==> src/rtl/logic_unit_arbiter.sv <==
// Two-requester round-robin arbiter feeding a bitwise logic unit with one
// response slot and grant counters.
// Ports: clock/reset; req0_*/req1_* valid-ready requests carrying operands
// and opcode; rsp_* valid-ready response; grant_cnt0/1 accepted-op counts.
module logic_unit_arbiter #(
   parameter int WIDTH = 32,
   parameter int CNTW  = 8
) (
   input  logic             clock,
   input  logic             reset,
   input  logic             req0_valid,
   input  logic [WIDTH-1:0] req0_a,
   input  logic [WIDTH-1:0] req0_b,
   input  logic [1:0]       req0_op,
   output logic             req0_ready,
   input  logic             req1_valid,
   input  logic [WIDTH-1:0] req1_a,
   input  logic [WIDTH-1:0] req1_b,
   input  logic [1:0]       req1_op,
   output logic             req1_ready,
   output logic             rsp_valid,
   output logic             rsp_id,
   output logic [WIDTH-1:0] rsp_result,
   input  logic             rsp_ready,
   output logic [CNTW-1:0]  grant_cnt0,
   output logic [CNTW-1:0]  grant_cnt1
);

   typedef enum logic {EMPTY = 1'b0, FULL = 1'b1} state_t;

   state_t           state_q, state_d;
   logic             last_grant_q, last_grant_d;
   logic             rsp_id_q, rsp_id_d;
   logic [WIDTH-1:0] rsp_result_q, rsp_result_d;
   logic [CNTW-1:0]  cnt0_q, cnt0_d;
   logic [CNTW-1:0]  cnt1_q, cnt1_d;

   logic             slot_free;
   logic             gnt0, gnt1, xfer;
   logic [WIDTH-1:0] sel_a, sel_b;
   logic [1:0]       sel_op;
   logic [WIDTH-1:0] op_res;

   // Slot can take a new result if empty or being drained this cycle.
   assign slot_free = (state_q == EMPTY) | rsp_ready;

   // last_grant_q = 1 means requester 1 won last, so 0 wins a tie.
   assign gnt0 = ~reset & slot_free & req0_valid
                 & (~req1_valid | last_grant_q);
   assign gnt1 = ~reset & slot_free & req1_valid
                 & (~req0_valid | ~last_grant_q);
   assign xfer = gnt0 | gnt1;

   assign req0_ready = gnt0;
   assign req1_ready = gnt1;

   assign sel_a  = gnt1 ? req1_a  : req0_a;
   assign sel_b  = gnt1 ? req1_b  : req0_b;
   assign sel_op = gnt1 ? req1_op : req0_op;

   always_comb begin
      op_res = '0;
      unique case (sel_op)
         2'b00: op_res = sel_a & sel_b;
         2'b01: op_res = sel_a | sel_b;
         2'b10: op_res = sel_a ^ sel_b;
         2'b11: op_res = ~(sel_a | sel_b);
         default: op_res = '0;
      endcase
   end

   always_comb begin
      state_d      = state_q;
      last_grant_d = last_grant_q;
      rsp_id_d     = rsp_id_q;
      rsp_result_d = rsp_result_q;
      cnt0_d       = cnt0_q;
      cnt1_d       = cnt1_q;
      if (xfer) begin
         // Covers drain+transfer too: the slot is refilled with no bubble.
         state_d      = FULL;
         last_grant_d = gnt1;
         rsp_id_d     = gnt1;
         rsp_result_d = op_res;
         if (gnt0) cnt0_d = cnt0_q + CNTW'(1);
         if (gnt1) cnt1_d = cnt1_q + CNTW'(1);
      end else if ((state_q == FULL) && rsp_ready) begin
         state_d = EMPTY;
      end
   end

   always_ff @(posedge clock or posedge reset) begin
      if (reset) begin
         state_q      <= EMPTY;
         last_grant_q <= 1'b1;
         rsp_id_q     <= 1'b0;
         rsp_result_q <= '0;
         cnt0_q       <= '0;
         cnt1_q       <= '0;
      end else begin
         state_q      <= state_d;
         last_grant_q <= last_grant_d;
         rsp_id_q     <= rsp_id_d;
         rsp_result_q <= rsp_result_d;
         cnt0_q       <= cnt0_d;
         cnt1_q       <= cnt1_d;
      end
   end

   assign rsp_valid  = (state_q == FULL);
   assign rsp_id     = rsp_id_q;
   assign rsp_result = rsp_result_q;
   assign grant_cnt0 = cnt0_q;
   assign grant_cnt1 = cnt1_q;

endmodule
==> config.mk <==
export PLATFORM = sky130hd
export DESIGN_NAME = logic_unit_arbiter
export DESIGN_NICKNAME = d
export VERILOG_FILES = /design/src/rtl/logic_unit_arbiter.sv
export SDC_FILE = /design/constraint.sdc
export NUM_CORES = 1
export LEC_CHECK = 0
export BUFFER_PORTS_ARGS = -buffer_cell sky130_fd_sc_hd__buf_2
export CORE_MARGIN = 3
export CORE_UTILIZATION = 55
export DETAILED_ROUTE_END_ITERATION = 8
export PLACE_DENSITY_LB_ADDON = 0.25
export SLEW_MARGIN = 10
export SYNTH_ARGS = -nofsm -noshare
export SYNTH_HDL_FRONTEND = slang
export SYNTH_SLANG_ARGS = --single-unit
==> constraint.sdc <==
create_clock -name clock -period 6.6 [get_ports clock]
set_clock_uncertainty 0.1 [all_clocks]
set_input_delay 0.33 -clock clock [delete_from_list [all_inputs] [get_ports clock]]
set_output_delay 0.33 -clock clock [all_outputs]
set_load 0.05 [all_outputs]
==> results of run 1 <==
-- through the flow --
step / instance area [µm²] / hold WS (ps) / setup slack, ps / utilization / power [mW]
after global placement: 6088 / 355.6 / 3197 / 0.6848 / 1.243
after CTS: 6183 / 239.0 / 3168 / 0.6955 / 1.472
final: 6183 / 230.7 / 3079 / 0.6955 / 1.471
after floorplan: 5124 / 310.8 / 3611 / - / 1.057
after global routing: 6183 / 256.5 / 2940 / 0.6955 / 1.563
after detailed placement: 6088 / 360.8 / 3100 / 0.6848 / 1.272
-- cells in the mapped netlist (2+ instances only) --
master | instances | area (µm²)
a21oi_1 | 32 | 160.2
a31oi_1 | 33 | 206.5
buf_2 | 24 | 120.1
clkbuf_1 | 20 | 75.07
dfrtp_1 | 50 | 1251
ha_1 | 66 | 825.8
inv_1 | 67 | 251.5
inv_2 | 2 | 7.510
mux2_2 | 3 | 33.78
mux2i_1 | 63 | 630.6
nand2_1 | 138 | 518.0
nand2b_1 | 3 | 18.77
nand3_1 | 2 | 10.01
nand4_1 | 6 | 37.54
nor2_1 | 97 | 364.1
o21ai_0 | 3 | 15.01
o221ai_1 | 32 | 280.3
xnor2_1 | 10 | 87.58
xor2_1 | 4 | 35.03
-- power by group --
part	internal (mW)	total, mW	switching, mW
Combinational	0.246	0.803	0.556
Clock	0.0785	0.205	0.126
Sequential	0.393	0.464	0.0710
Total	0.717	1.47	0.754
-- final cells by class --
class	instances	area share
clock buffers	5	0.01113
flip-flops and latches	51	0.2066
clock inverters	3	0.004249
repair buffers	195	0.1607
multi-input cells	506	0.5534
well taps	108	0.02185
inverters	69	0.04209
-- cells by family (layout without fill, tap and decap cells) --
group                      after synthesis  after routing  share of synthesized area
adders and majority gates               66             66                     0.1612
muxes                                   66             66                     0.1297
DFF                                     51             51                     0.2493
AOI/OAI and AO/OA                      107            107                     0.1507
buffers and inverters                  113            272                    0.08865
xor gates and xnor gates                14             14                    0.02393
and+or+nand+nor                        253            253                     0.1966
-- worst reg2reg max path: cells and delay by family, from the launching register on --
family | cells | cell delay (ps)
flops | 1 | 580
simple gates | 1 | 100
compound gates | 4 | 1850
buf+inv | 1 | 810
-- registers in the layout, indices dropped and copies added, names as in the netlist --
register,cells
last_grant_q,1
grant_cnt0,8
rsp_valid,1
rsp_result,32
grant_cnt1,8
rsp_id,1
-- per-layer routing --
| layer | up-vias | wire length (µm) | global-route usage |
|---|---|---|---|
| li1 | 2562 | - | - |
| met1 | 2464 | 5818 | 0.3156 |
| met2 | 197 | 7361 | 0.5055 |
| met3 | 25 | 918 | 0.03112 |
| met4 | 0 | 248 | 0.1100 |
| met5 | - | 0 | 0 |
-- worst paths after layout --
path,from,endpoint,slack [ps],cells past startpoint
min,reset,rsp_valid$_DFFE_PP0P_,230,3
min in group clock,reset,rsp_valid$_DFFE_PP0P_,240,2
max in group asynchronous,reset,rsp_result[21]$_DFFE_PP0P_,5720,3
max reg2reg,last_grant_q$_DFFE_PP1P_,rsp_result[19]$_DFFE_PP0P_,3080,6
max,last_grant_q$_DFFE_PP1P_,rsp_result[19]$_DFFE_PP0P_,3080,6
min reg2reg,grant_cnt0[7]$_DFFE_PP0P_,grant_cnt0[7]$_DFFE_PP0P_,380,1
==> flow_summary.yaml, run 1 <==
route:
  dr.pass1.iters: 5
  routed_wl_mm: 14.35
  drt_drc_violations_left: 0
  final_antenna_net_count: 0
  wl_per_cell_um: 15.31
  vias: 5248
  vias_per_cell: 5.601
  drt-initial-drc-count: 251
timing:
  worst_slew_pin_slew_ps: 1196
  fin_crit_ps: 3521
  slew_viol_final: 0
  slew_headroom: 0.1981
  timing.final.crit_share: 0.5335
  setup_viol: 0
  timing.fmax_mhz: 284.0
  fin_tns_setup_ps: 0
  grt_setup_unrepaired: "no"
  hold_violations: 0
clock_network:
  holdBufCountCts: 0
  cts_root_buffer: "clkbuf_8"
  cts_sinks: 51
  numCtsBuffers: 5
  clk_pin_slew_ps: 110
  cts_post_setup_buffers_inserted: 0
  cts-resized-gates: 0
  cts_max_path_buffers: 2
  worstSkewPairLatency_ps: 320
  cts_tree: "done"
  h-tree-depth: 2
synthesis:
  synth_area_um2: 5124
  synth_cell_types: 34
  synth-edff-count: 0
  ys_seq_elements: 51
  synth_cells: 670
  synth_nets: 873
  ys_seq_area_frac: 0.2493
  yosys_warnings: 0
  synth_ff_type: "dfrtp_1"
  syn_avg_cell_area_um2: 7.647
  synthArstFlopShare: 1.000
grt:
  track_usage: 0.2721
  grt_max_degree: 69
  antenna_found_initial: 0
  grt-ovfl-total: 0
  grt_pass1_wl_mm: 23.29
  grt_pass1_vias: 5338
worst_setup_path:
  worstPathMaxFanout: 59
  slowest_stage: "a31oi_4"
  critPathTopFamily: "compound AO/OA/AOI/OAI gates"
  critPathMaxStageDelay_ps: 1200
  cp-start-kind: "flip-flop"
  crit_type: "flip-flop to flip-flop"
  arrival_ps: 3670
  cp_data_required_time_ps: 6750
  worst_setup_path_end_kind: "flip-flop"
  critical_path.cell_chain: "a21boi_4 -> nand3_4 -> clkinv_2 -> a31oi_4 -> o221ai_1 -> a31oi_1"
  path_buf_inv: 1
flow_run:
  cap_violations: 0
pwr:
  power_leakage_nw: 3.438
  power.density_nw_per_um2: 237.9
  ir_drop_mv: 0.1585
floorplan:
  rows: 34
  pin_count: 189
  initial_core_util: 0.5763
  dieHeight_um: 102.5
  core-area_um2: 8891
  die_area_um2: 10510
  die_w_um: 102.5
layout:
  seq_area_um2: 1277
  area_growth_pct: 20.68
  drive_gt1_frac: 0.2642
  layout_common_cells: "buf_2 (188), nand2_1 (138), nor2_1 (97), inv_1 (67), ha_1 (66)"
  antenna-diode-count: 0
  final_cells: 937
  multi_input_area_um2: 3422
  final_common_cell: "buf_2"
  fillers: 754
  nNetsFinal: 1031
status:
  status: "complete, no violations"
placement:
  place_congestion: 0.8533
  portBuffers: 188
  dp.cells: 929
  dp_hpwl_mm: 10.17
hold_path:
  min-delay-path-class: "input pin to async pin"
Power figures use the tool's default switching activity.
==> inputs of run 2 (changes only) <==
CORE_UTILIZATION = 46   (was 55)
clock period = 3.1 ns   (was 6.6 ns; I/O delays follow)
==> run 2 against run 1 <==
- utilization is 9.5 points lower
- final area is 2.4% higher
- sequential power grew 110%
- critical path type unchanged
- critical endpoint is now rsp_result[0]$_DFFE_PP0P_
==> flow_summary.yaml, run 2 (synthesis results as in run 1) <==
status:
  status: "complete, no violations"
worst_setup_path:
  slowest_stage: "dfstp_2"
  worst_setup_path_end_kind: "flip-flop"
  critPathTopFamily: "flip-flops"
  critPathMaxStageDelay_ps: 590
  cp-start-kind: "flip-flop"
  crit_type: "flip-flop to flip-flop"
  path_buf_inv: 2
  cp_data_required_time_ps: 3240
  regToRegSetupSlack_ps: 290
  critical_path.cell_chain: "a21boi_4 -> nand3_4 -> buf_4 -> mux2i_1 -> inv_1 -> ha_1 -> nor2_1 -> mux2i_1 -> o221ai_1 -> a31oi_1"
  arrival_ps: 2950
  worstPathMaxFanout: 29
  worst_path_most_repeated_cell: "mux2i_1"
route:
  routed_wl_mm: 15.07
  drt-initial-drc-count: 310
  dr.pass1.iters: 4
  vias_per_cell: 5.432
  vias: 5296
  drt_drc_violations_left: 0
  final_antenna_net_count: 0
  wl_per_cell_um: 15.46
pwr:
  power_leakage_nw: 3.500
  ir_drop_mv: 0.4356
  power_mw: 3.161
  power.density_nw_per_um2: 499.1
layout:
  drive_gt1_frac: 0.2729
  antenna-diode-count: 0
  layout_common_cells: "buf_2 (188), nand2_1 (138), nor2_1 (97), inv_1 (67), ha_1 (66)"
  finalInstanceArea_um2: 6334
  nNetsFinal: 1041
  area_growth_pct: 23.61
  final_common_cell: "buf_2"
  largest_reg_flops: 32
clock_network:
  cts-resized-gates: 0
  cts_tree: "done"
  cts_max_path_buffers: 2
  cts_sinks: 51
  cts_root_buffer: "clkbuf_8"
  worstSkewPairLatency_ps: 320
  holdBufCountCts: 0
  cts_post_setup_buffers_inserted: 0
  clk_pin_slew_ps: 110
  h-tree-depth: 2
  numCtsBuffers: 5
hold_path:
  min-delay-path-class: "input pin to async pin"
floorplan:
  initial_core_util: 0.4854
  rows: 37
  die_w_um: 111.5
  core-area_um2: 10560
  dieHeight_um: 111.5
  pin_count: 189
  die_area_um2: 12440
timing:
  fin_crit_ps: 2811
  slew_headroom: 0.4463
  timing.final.crit_share: 0.9068
  worst_slew_pin_slew_ps: 830.5
  hold_violations: 0
  grt_setup_unrepaired: "no"
  slew_viol_final: 0
  setup_viol: 0
  setup_ws_ps: 288.8
  fin_tns_setup_ps: 0
  holdWs_ps: 73.78
  timing.fmax_mhz: 355.7
grt:
  track_usage: 0.2349
  grt_pass1_wl_mm: 24.92
  grt-ovfl-total: 0
  antenna_found_initial: 0
  grt_pass1_vias: 5320
  grt_max_degree: 55
placement:
  place_congestion: 0.8441
  dp_hpwl_mm: 11.04
  dp_slack_ps: 334.1
  portBuffers: 188
  dpl_cell_area_um2: 6236
flow_run:
  cap_violations: 0
-- run 2: cell types whose count changed in the layout (fill, tap and decap cells not counted) --
cell      before  now
inv_8          0    1
inv_6          2    0
clkinv_4       1    2
buf_4          7   14
buf_12         0    3
-- run 2: final timing paths --
| check | endpoint | from | depth (start not counted) |
|---|---|---|---|
| setup / recovery | rsp_result[0]$_DFFE_PP0P_ | last_grant_q$_DFFE_PP1P_ | 10 |
| hold / removal | rsp_result[14]$_DFFE_PP0P_ | reset | 3 |
| setup reg to reg | rsp_result[0]$_DFFE_PP0P_ | last_grant_q$_DFFE_PP1P_ | 10 |
| hold reg to reg | grant_cnt0[7]$_DFFE_PP0P_ | grant_cnt0[7]$_DFFE_PP0P_ | 1 |
| max in group asynchronous | rsp_result[31]$_DFFE_PP0P_ | reset | 3 |
| min in group clock | rsp_valid$_DFFE_PP0P_ | reset | 2 |
-- run 2: cell type report --
class / count / area [µm²]
Fill cell: 973 / 4222
Multi-Input combinational cell: 506 / 3422
Sequential cell: 51 / 1277
Timing Repair Buffer: 205 / 1106
Inverter: 69 / 260.3
Tap cell: 136 / 170.2
Clock buffer: 5 / 68.82
Clock inverter: 3 / 28.78
-- run 2: per-layer routing --
metal  vias to the layer above  track usage  wire (µm)
met5                         -            0          0
met4                         0      0.06975        174
met3                        21      0.03533        877
met2                       186       0.4294       7765
met1                      2512       0.2843       6257
li1                       2577            -          -
-- run 2: through the flow --
stage | util | std cells
after floorplan | - | 670
after global placement | 0.5908 | 967
after detailed placement | 0.5908 | 967
after CTS | 0.6000 | 975
after global routing | 0.6000 | 975
final | 0.6000 | 975
-- run 2: power breakdown --
part	internal (mW)	switching (mW)
clock network	0.168	0.265
registers	0.835	0.153
logic	0.540	1.20
total	1.54	1.62
-- run 2: worst min-delay path, stage by stage --
cell   delay (ps)
buf_2         160
inv_2          90
buf_4         600
